$ cat src/rtl/vga_pkg.sv
// vga_pkg: default XGA 1024x768@60 (65 MHz pclk) timing and the shared count width.
package vga_pkg;
  localparam int CNT_W    = 11;
  localparam int H_ACTIVE = 1024;
  localparam int H_FP     = 24;
  localparam int H_SYNC   = 136;
  localparam int H_BP     = 160;
  localparam int H_TOTAL  = H_ACTIVE + H_FP + H_SYNC + H_BP;
  localparam int V_ACTIVE = 768;
  localparam int V_FP     = 3;
  localparam int V_SYNC   = 6;
  localparam int V_BP     = 29;
  localparam int V_TOTAL  = V_ACTIVE + V_FP + V_SYNC + V_BP;
  localparam bit SYNC_POL = 1'b0;
endpackage

$ cat src/rtl/vga_timing_gen_if.sv
// vga_timing_gen_if: pixel-stream timing bundle; frame_cnt exists only with VGA_TIMING_FRAME_CNT_EN.
interface vga_timing_gen_if;
  import vga_pkg::*;
  logic [CNT_W-1:0] hcount_out;
  logic [CNT_W-1:0] vcount_out;
  logic hsync_out;
  logic vsync_out;
  logic hblnk_out;
  logic vblnk_out;
  logic line_start;
  logic frame_start;
`ifdef VGA_TIMING_FRAME_CNT_EN
  logic [15:0] frame_cnt;
  modport master (output hcount_out, vcount_out, hsync_out, vsync_out, hblnk_out, vblnk_out,
                  line_start, frame_start, frame_cnt);
  modport slave  (input hcount_out, vcount_out, hsync_out, vsync_out, hblnk_out, vblnk_out,
                  line_start, frame_start, frame_cnt);
`else
  modport master (output hcount_out, vcount_out, hsync_out, vsync_out, hblnk_out, vblnk_out,
                  line_start, frame_start);
  modport slave  (input hcount_out, vcount_out, hsync_out, vsync_out, hblnk_out, vblnk_out,
                  line_start, frame_start);
`endif
endinterface

$ cat src/rtl/vga_axis_counter.sv
// vga_axis_counter: one timing axis; wrap counter with carry-out and sync/blank registered from the next count.
module vga_axis_counter import vga_pkg::*; #(
  parameter int TOTAL      = H_TOTAL,
  parameter int ACTIVE     = H_ACTIVE,
  parameter int SYNC_START = H_ACTIVE + H_FP,
  parameter int SYNC_LEN   = H_SYNC,
  parameter bit POL        = SYNC_POL
)(
  input  logic             pclk,
  input  logic             rst_n,
  input  logic             en,
  output logic [CNT_W-1:0] cnt,
  output logic             carry,
  output logic             sync,
  output logic             blnk
);
  logic [CNT_W-1:0] nxt;
  logic             in_sync;
  assign carry   = en && cnt == CNT_W'(TOTAL - 1);
  assign nxt     = carry ? '0 : en ? cnt + 1'b1 : cnt;
  assign in_sync = nxt >= CNT_W'(SYNC_START) && nxt <= CNT_W'(SYNC_START + SYNC_LEN - 1);
  // decoding from nxt keeps the flags cycle-aligned with cnt
  always_ff @(posedge pclk or negedge rst_n)
    if (!rst_n) begin
      cnt  <= '0;
      sync <= !POL;
      blnk <= 1'b0;
    end else begin
      cnt  <= nxt;
      sync <= in_sync ? POL : !POL;
      blnk <= nxt >= CNT_W'(ACTIVE);
    end
endmodule

$ cat src/rtl/vga_timing_gen.sv
// vga_timing_gen: registered pixel-timing source at the head of the video pipeline.
// Defining VGA_TIMING_FRAME_CNT_EN adds the 16-bit frame_cnt output.
module vga_timing_gen #(
  parameter int H_ACTIVE = vga_pkg::H_ACTIVE,
  parameter int H_FP     = vga_pkg::H_FP,
  parameter int H_SYNC   = vga_pkg::H_SYNC,
  parameter int H_BP     = vga_pkg::H_BP,
  parameter int V_ACTIVE = vga_pkg::V_ACTIVE,
  parameter int V_FP     = vga_pkg::V_FP,
  parameter int V_SYNC   = vga_pkg::V_SYNC,
  parameter int V_BP     = vga_pkg::V_BP,
  parameter bit SYNC_POL = vga_pkg::SYNC_POL
)(
  input  logic             pclk,
  input  logic             rst_n,
  input  logic             en,
  vga_timing_gen_if.master vid
);
  localparam int H_TOTAL = H_ACTIVE + H_FP + H_SYNC + H_BP;
  localparam int V_TOTAL = V_ACTIVE + V_FP + V_SYNC + V_BP;
  if (H_TOTAL > 2048 || V_TOTAL > 2048) begin : g_range
    $error("vga_timing_gen: H_TOTAL/V_TOTAL exceed the 11-bit count range");
  end
  logic h_carry;
  logic v_carry;
  logic line_start;
  logic frame_start;
  vga_axis_counter #(
    .TOTAL(H_TOTAL), .ACTIVE(H_ACTIVE), .SYNC_START(H_ACTIVE + H_FP), .SYNC_LEN(H_SYNC), .POL(SYNC_POL)
  ) u_h (
    .pclk(pclk), .rst_n(rst_n), .en(en), .cnt(vid.hcount_out), .carry(h_carry),
    .sync(vid.hsync_out), .blnk(vid.hblnk_out)
  );
  vga_axis_counter #(
    .TOTAL(V_TOTAL), .ACTIVE(V_ACTIVE), .SYNC_START(V_ACTIVE + V_FP), .SYNC_LEN(V_SYNC), .POL(SYNC_POL)
  ) u_v (
    .pclk(pclk), .rst_n(rst_n), .en(h_carry), .cnt(vid.vcount_out), .carry(v_carry),
    .sync(vid.vsync_out), .blnk(vid.vblnk_out)
  );
  // a carry out of an axis is exactly the step that lands on count 0
  always_ff @(posedge pclk or negedge rst_n)
    if (!rst_n) begin
      line_start  <= 1'b1;
      frame_start <= 1'b1;
    end else if (en) begin
      line_start  <= h_carry;
      frame_start <= v_carry;
    end
  assign vid.line_start  = line_start;
  assign vid.frame_start = frame_start;
`ifdef VGA_TIMING_FRAME_CNT_EN
  logic [15:0] frame_cnt;
  always_ff @(posedge pclk or negedge rst_n)
    if (!rst_n) frame_cnt <= '0;
    else if (v_carry) frame_cnt <= frame_cnt + 16'd1;
  assign vid.frame_cnt = frame_cnt;
`endif
endmodule

$ cat src/flat_wrapper.sv
// flat-port wrapper written by rule: the top's interface ports become plain ports
module vga_timing_gen_flat 
#(
  parameter int H_ACTIVE = vga_pkg::H_ACTIVE,
  parameter int H_FP     = vga_pkg::H_FP,
  parameter int H_SYNC   = vga_pkg::H_SYNC,
  parameter int H_BP     = vga_pkg::H_BP,
  parameter int V_ACTIVE = vga_pkg::V_ACTIVE,
  parameter int V_FP     = vga_pkg::V_FP,
  parameter int V_SYNC   = vga_pkg::V_SYNC,
  parameter int V_BP     = vga_pkg::V_BP,
  parameter bit SYNC_POL = vga_pkg::SYNC_POL
)
  (pclk, rst_n, en, vid_hcount_out, vid_vcount_out, vid_hsync_out, vid_vsync_out, vid_hblnk_out, vid_vblnk_out, vid_line_start, vid_frame_start);
  vga_timing_gen_if vid_i ();
  input  logic pclk;
  input  logic rst_n;
  input  logic en;
  output wire logic [$bits(vid_i.hcount_out)-1:0] vid_hcount_out;
  output wire logic [$bits(vid_i.vcount_out)-1:0] vid_vcount_out;
  output wire logic [$bits(vid_i.hsync_out)-1:0] vid_hsync_out;
  output wire logic [$bits(vid_i.vsync_out)-1:0] vid_vsync_out;
  output wire logic [$bits(vid_i.hblnk_out)-1:0] vid_hblnk_out;
  output wire logic [$bits(vid_i.vblnk_out)-1:0] vid_vblnk_out;
  output wire logic [$bits(vid_i.line_start)-1:0] vid_line_start;
  output wire logic [$bits(vid_i.frame_start)-1:0] vid_frame_start;
  assign vid_hcount_out = vid_i.hcount_out;
  assign vid_vcount_out = vid_i.vcount_out;
  assign vid_hsync_out = vid_i.hsync_out;
  assign vid_vsync_out = vid_i.vsync_out;
  assign vid_hblnk_out = vid_i.hblnk_out;
  assign vid_vblnk_out = vid_i.vblnk_out;
  assign vid_line_start = vid_i.line_start;
  assign vid_frame_start = vid_i.frame_start;
  vga_timing_gen #(.H_ACTIVE(H_ACTIVE), .H_FP(H_FP), .H_SYNC(H_SYNC), .H_BP(H_BP), .V_ACTIVE(V_ACTIVE), .V_FP(V_FP), .V_SYNC(V_SYNC), .V_BP(V_BP), .SYNC_POL(SYNC_POL)) u_core (.pclk(pclk), .rst_n(rst_n), .en(en), .vid(vid_i));
endmodule
$ cat config.mk
export PLATFORM = sky130hd
export DESIGN_NAME = vga_timing_gen_flat
export DESIGN_NICKNAME = d
export VERILOG_FILES = /design/src/rtl/vga_pkg.sv /design/src/rtl/vga_timing_gen_if.sv /design/src/rtl/vga_axis_counter.sv /design/src/rtl/vga_timing_gen.sv /design/src/flat_wrapper.sv
export SDC_FILE = /design/constraint.sdc
export NUM_CORES = 1
export LEC_CHECK = 0
export BUFFER_PORTS_ARGS = -buffer_cell sky130_fd_sc_hd__buf_2
export CELL_PAD_IN_SITES_DETAIL_PLACEMENT = 0
export CELL_PAD_IN_SITES_GLOBAL_PLACEMENT = 1
export CORE_MARGIN = 2
export CORE_UTILIZATION = 42
export CTS_CLUSTER_DIAMETER = 40
export DETAILED_ROUTE_END_ITERATION = 10
export PLACE_DENSITY = 0.9
export SYNTH_ARGS = -nofsm -noshare
export SYNTH_HDL_FRONTEND = slang
export SYNTH_SLANG_ARGS = --single-unit
$ cat constraint.sdc
create_clock -name pclk -period 2.9 [get_ports pclk]
set_input_delay 0.29 -clock pclk [delete_from_list [all_inputs] [get_ports pclk]]
set_output_delay 0.29 -clock pclk [all_outputs]
set_load 0.02 [all_outputs]
# Word level (Yosys, flattened, before mapping)
# Cells that the tools add are included.
totals:
  regBits: 28
  latch_bits: 0
  ram_bits: 0
  mem_bits_ro: 0
  input_bits: 3
  out_inout_bits: 28
  elab_cells: 28
  n_memories: 0
op_classes:
  add_sub_neg: 2
  n_mul: 0
  div_mod_pow: 0
  order_cmp: 6
  eq_ne: 2
  shifts: 0
  n_mux: 6
  n_bitwise: 0
  n_reduce_logical: 4
op_table:
  columns: ["operator", "count"]
  rows:
  - ["$mux W11", 4]
  - ["$add A11 B1 Y11 const B", 2]
  - ["$ge A11 B10 Y1 const B", 2]
  - ["$ge A11 B11 Y1 const B", 2]
  - ["$eq A11 B10 Y1 const B", 1]
  - ["$eq A11 B11 Y1 const B", 1]
  - ["$le A11 B10 Y1 const B", 1]
  - ["$le A11 B11 Y1 const B", 1]
  - ["$logic_and A1 B1 Y1", 4]
  - ["$mux W1", 2]

# Longest topological paths before layout
logic_depth:
  depth_word: 7
  ltp_mapped: 8
  depth_no_buf: 8

# Modules after synthesis
# From an unflattened synthesis, not the netlist that was laid out.
unflattened:
  hier_cells: 149
  hier_area_um2: 1522.7
by_module_without_submodules:
  columns: ["mod", "instances", "cells_each", "area_each_um2", "seq_area_each_um2"]
  rows:
  - ["vga_axis_counter at u_core.u_v", 1, 76, 725.7, 326.6]
  - ["vga_axis_counter at u_core.u_h", 1, 69, 721.9, 326.6]
  - ["vga_timing_gen", 1, 4, 75.1, 52.6]

# Worst setup path after synthesis
# Ideal clock, no wire load.
synth_timing:
  kind: "reg-to-reg"
  startpoint: "register u_core.u_v.cnt[0]"
  endpoint: "register u_core.u_v.sync"
  setup_time_ns: 0.096
  t_arrival_ns: 2.112
  required_ns: 2.804
  path_slack_ns: 0.693
  stages_incl_launch_ff: 9
  path_buffers: 1
  period_less_slack_ns: 2.207
  cell_sequence: "dfrtp_1 > ha_1 > clkbuf_1 > nand4b_1 > nor4_1 > nor4bb_1 > mux2i_1 > o41ai_1 > nand4_1"
synth_between:
  elab_chain_len: 6
  elab_cells_between_ends: 9
  classes_between: "add/sub (1); order compare (2); eq/ne (1); mux (3); reduce/logical (2)"
synth_rtl:
  columns: ["element", "line_no", "rtl"]
  rows:
  - ["from (decl)", "vga_axis_counter.sv:12", "output logic [CNT_W-1:0] cnt,"]
  - ["from (signal assigned)", "vga_axis_counter.sv:29", "cnt <= nxt;"]
  - ["$add A11 B1 Y11 or $eq A11 B10 Y1 (tied branches)", "vga_axis_counter.sv:20, vga_axis_counter.sv:19", null]
  - ["$mux W11 or $logic_and A1 B1 Y1 (tied branches)", "vga_axis_counter.sv:20, vga_axis_counter.sv:19", null]
  - ["$mux W11 *", "vga_axis_counter.sv:20", "assign nxt = carry ? '0 : en ? cnt + 1'b1 : cnt;"]
  - ["$ge A11 B10 Y1 or $le A11 B10 Y1 (tied branches)", "vga_axis_counter.sv:21", "assign in_sync = nxt >= CNT_W'(SYNC_START) && nxt <= CNT_W'(SYNC_START + SYNC_LEN - 1);"]
  - ["$logic_and A1 B1 Y1 *", "vga_axis_counter.sv:21", null]
  - ["$mux W1 *", "vga_axis_counter.sv:30", "sync <= in_sync ? POL : !POL;"]
  - ["to (signal assigned)", "vga_axis_counter.sv:26", "sync <= !POL;"]
  - ["to (signal assigned)", "vga_axis_counter.sv:30", null]
  - ["to (decl)", "vga_axis_counter.sv:14", "output logic sync,"]
# Every way passes the cells marked *; elsewhere a longest branch is shown, timed or not.
# A chain may end at the register's enable or synchronous reset.

# Worst setup path after layout
layout_timing:
  startpoint: "register u_core.u_h.cnt[6]"
  endpoint: "register u_core.u_v.blnk"
layout_between:
  elab_chain_len: 5
  elab_cells_between_ends: 6
  classes_between: "order compare (1); eq/ne (1); mux (2); reduce/logical (2)"
layout_rtl:
  columns: ["element", "line_no", "rtl"]
  rows:
  - ["from (decl)", "vga_axis_counter.sv:12", null]
  - ["from (signal assigned)", "vga_axis_counter.sv:29", null]
  - ["$eq A11 B11 Y1 *", "vga_axis_counter.sv:19", "assign carry = en && cnt == CNT_W'(TOTAL - 1);"]
  - ["$logic_and A1 B1 Y1 *", "vga_axis_counter.sv:19", null]
  - ["$mux W11 or $logic_and A1 B1 Y1 (tied branches)", "vga_axis_counter.sv:20, vga_axis_counter.sv:19", null]
  - ["$mux W11 *", "vga_axis_counter.sv:20", null]
  - ["$ge A11 B10 Y1 *", "vga_axis_counter.sv:31", "blnk <= nxt >= CNT_W'(ACTIVE);"]
  - ["to (signal assigned)", "vga_axis_counter.sv:31", null]
  - ["to (decl)", "vga_axis_counter.sv:15", "output logic blnk"]
# Marks and branches as above.

==> impl_metrics.py <==
metrics = {
    "status": {
        "outcome": "finished clean",
    },
    "synth": {
        "syn_area_sq_um": 1610,
        "yosysTopAreaCell": "dfrtp_1",
        "yosysMostFrequentCell": "dfrtp_1",
        "yosysTopAreaCellShare_pct": 37.3,
        "ys_ff_latch": 28,
        "synth-async-reset-ratio_pct": 100,
        "post_synth_num_cell_types": 42,
        "syn_nets": 171,
        "synthTopCellsByCount": "24 x dfrtp_1, 20 x nor2_1, 14 x xnor2_1",
        "seq_area_frac_synth_pct": 43.9,
        "postSynthAreaPerCell_sq_um": 9.75,
        "synthFlopType": "dfrtp_1",
        "synth-edff-count": 0,
        "yosysWarnings": 0,
        "synthCells": 165,
        "netlist_top_cells_area": "dfrtp_1 37%, xnor2_1 7.6%, dfstp_2 6.5%",
    },
    "final_layout": {
        "nFillCells": 350,
        "drive_gt1_share_pct": 25.0,
        "multi_input_area_sq_um": 837,
        "syn_to_final_growth_pct": 14.2,
        "utilization_pct": 50.2,
        "final_nets": 199,
        "regArea_sq_um": 706,
        "n_antenna_cell": 0,
    },
    "die": {
        "start_util_pct": 44.0,
        "ios": 31,
        "core_sq_um": 3660,
        "die_width_um": 65.9,
        "dieArea_sq_um": 4340,
        "std_cell_rows": 22,
        "fp.dieH_um": 65.9,
    },
    "clock_tree": {
        "insertion_delay_ns": 0.28,
        "cts_max_level": 1,
        "clk_pin_slew_ns": 0.10,
        "cts_tree": "built",
        "postCtsHoldBufs": 0,
        "clock_tree.root_cell": "clkbuf_8",
        "cts_buffers": 3,
        "postCtsResizedCells": 0,
        "cts_setup_buffers": 0,
        "clkSinkCount": 28,
        "clockBufferDepth": 2,
    },
    "power_and_ir_drop": {
        "p_leak_nw": 0.884,
        "powerDensity_nw_per_um2": 561,
        "peakVddDrop_mv": 0.366,
        "power.total_mw": 1.03,
    },
    "drt": {
        "antenna_violating_nets_post_route": 0,
        "wl_per_cell_um": 13.5,
        "drt_first_iter_violations": 75,
        "drt_pass1_iterations": 4,
        "vias_per_cell": 5.47,
        "drc": 0,
        "routed_wirelength_um": 3240,
        "vias": 1312,
    },
    "setup_path": {
        "cp-startpoint": "u_core.u_h.cnt[6]$_DFF_PN0_",
        "reg2regPathDepth": 5,
        "crit_path_start_kind": "register",
        "cp.arrival_ns": 2.47,
        "endpoint_kind": "register",
        "cp_max_fo": 12,
        "r2r_setup_slack_ns": 0.59,
        "critical_path_class": "reg2reg",
        "worstPathRequired_ns": 3.06,
        "r2r_end": "u_core.u_v.blnk$_DFF_PN0_",
        "regToRegStartpoint": "u_core.u_h.cnt[6]$_DFF_PN0_",
    },
    "grt": {
        "grt_pass1_wl_um": 5560,
        "grt_max_degree": 29,
        "antenna_found_initial": 0,
        "grt_usage_pct": 16.2,
        "grt-ovfl-total": 0,
        "grt_pass1_vias": 1232,
    },
    "sta": {
        "layout_min_cycle_time_ns": 2.31,
        "fin_tns_setup_ns": 0,
        "slew_viol_final": 0,
        "relSlewSlack_pct": 57.8,
        "setup_violations": 0,
        "max_freq_ghz": 0.433,
        "fin_skew_ns": 0.00621,
        "hold_violations": 0,
        "worstMarginPinSlew_ns": 0.628,
        "min_period_over_period_pct": 79.6,
        "grt_setup_unrepaired": "false",
    },
    "place": {
        "hpwl_um": 2390,
        "gp_congestion": 0.799,
        "io_buffers": 30,
    },
    "job": {
        "maxCapViolCount": 0,
    },
    "worst_hold_path": {
        "hold_path_class": "in2async",
    },
}
-- worst max path at each step --
stage	to	slack, ns	cells after the start
3_5_place_dp	u_core.u_v.blnk$_DFF_PN0_	0.58	5
3_3_place_gp	u_core.u_v.blnk$_DFF_PN0_	0.67	5
2_1_floorplan	u_core.u_v.sync$_DFF_PN1_	0.69	8
4_1_cts	u_core.u_v.blnk$_DFF_PN0_	0.57	5
5_1_grt	u_core.u_v.blnk$_DFF_PN0_	0.40	5
6_report	u_core.u_v.blnk$_DFF_PN0_	0.59	5
-- registers in the layout, summed over array words and instances (netlist names) --
register	cells
u_core.u_h.cnt	11
u_core.u_v.cnt	11
u_core.u_h.blnk	1
u_core.u_h.sync	1
u_core.u_v.blnk	1
u_core.u_v.sync	1
u_core.vid.frame_start	1
u_core.vid.line_start	1
-- placed cells by master, fill, tap and decap left out, types with 5 or more instances in the layout --
cell type  synthesis  final
a21oi_1            8      8
buf_2              2     30
dfrtp_1           24     24
nand2_1           13     13
nand3_1           10     10
nand4_1            5      5
nor2_1            20     20
xnor2_1           14     14
xor2_1             6      6
-- layout make-up --
type / instances / share of cell area, %
clock buffers: 4 / 3.00
well taps: 48 / 3.27
repair buffers: 32 / 8.99
multi-input cells: 124 / 45.5
inverters: 4 / 0.817
flip-flops and latches: 28 / 38.4
-- logic make-up after synthesis --
family,after synthesis,synth area share (%)
AND/OR/NAND/NOR,78,28.2
multiplexers,5,3.19
XOR/XNOR,20,10.9
AO/OA/AOI/OAI,18,7.39
flip-flops,28,43.9
adder cells (fa/ha/maj),3,2.33
buffers and inverters,13,4.12
-- critical path, cell delays in order, from the launching register on --
cell and delay [ns]:
dfrtp_1 0.50, or3b_4 0.46, nor4_4 0.52, and3_1 0.46
a21oi_1 0.09, nand2b_1 0.16
-- stage by stage --
| step | hold WS (ns) | setup WS [ns] | std cells | cell area, sq um |
|---|---|---|---|---|
| 6_report | 0.00238 | 0.591 | 240 | 1840 |
| 3_3_place_gp | 0.332 | 0.666 | 236 | 1780 |
| 3_5_place_dp | 0.337 | 0.583 | 236 | 1780 |
| 2_1_floorplan | -0.00559 | 0.693 | 165 | 1610 |
| 5_1_grt | 0.0650 | 0.397 | 240 | 1840 |
| 4_1_cts | 0.0312 | 0.570 | 240 | 1840 |
-- per-layer routing --
layer	part of all wire (%)	track usage [%]	wire length, um	vias up
li1	-	-	-	631
met1	47	21.0	1510	640
met2	48	27.7	1540	36
met3	4.7	2.21	154	5
met4	1.1	5.47	37	0
met5	0	0	0	-
-- power breakdown --
| part | leakage [nW] | switching [mW] | internal, mW |
|---|---|---|---|
| sequential | 0.355 | 0.0687 | 0.438 |
| combinational | 0.500 | 0.165 | 0.115 |
| clock | 0.0288 | 0.122 | 0.122 |
| total | 0.884 | 0.356 | 0.675 |
(Power assumes the default switching activity.)
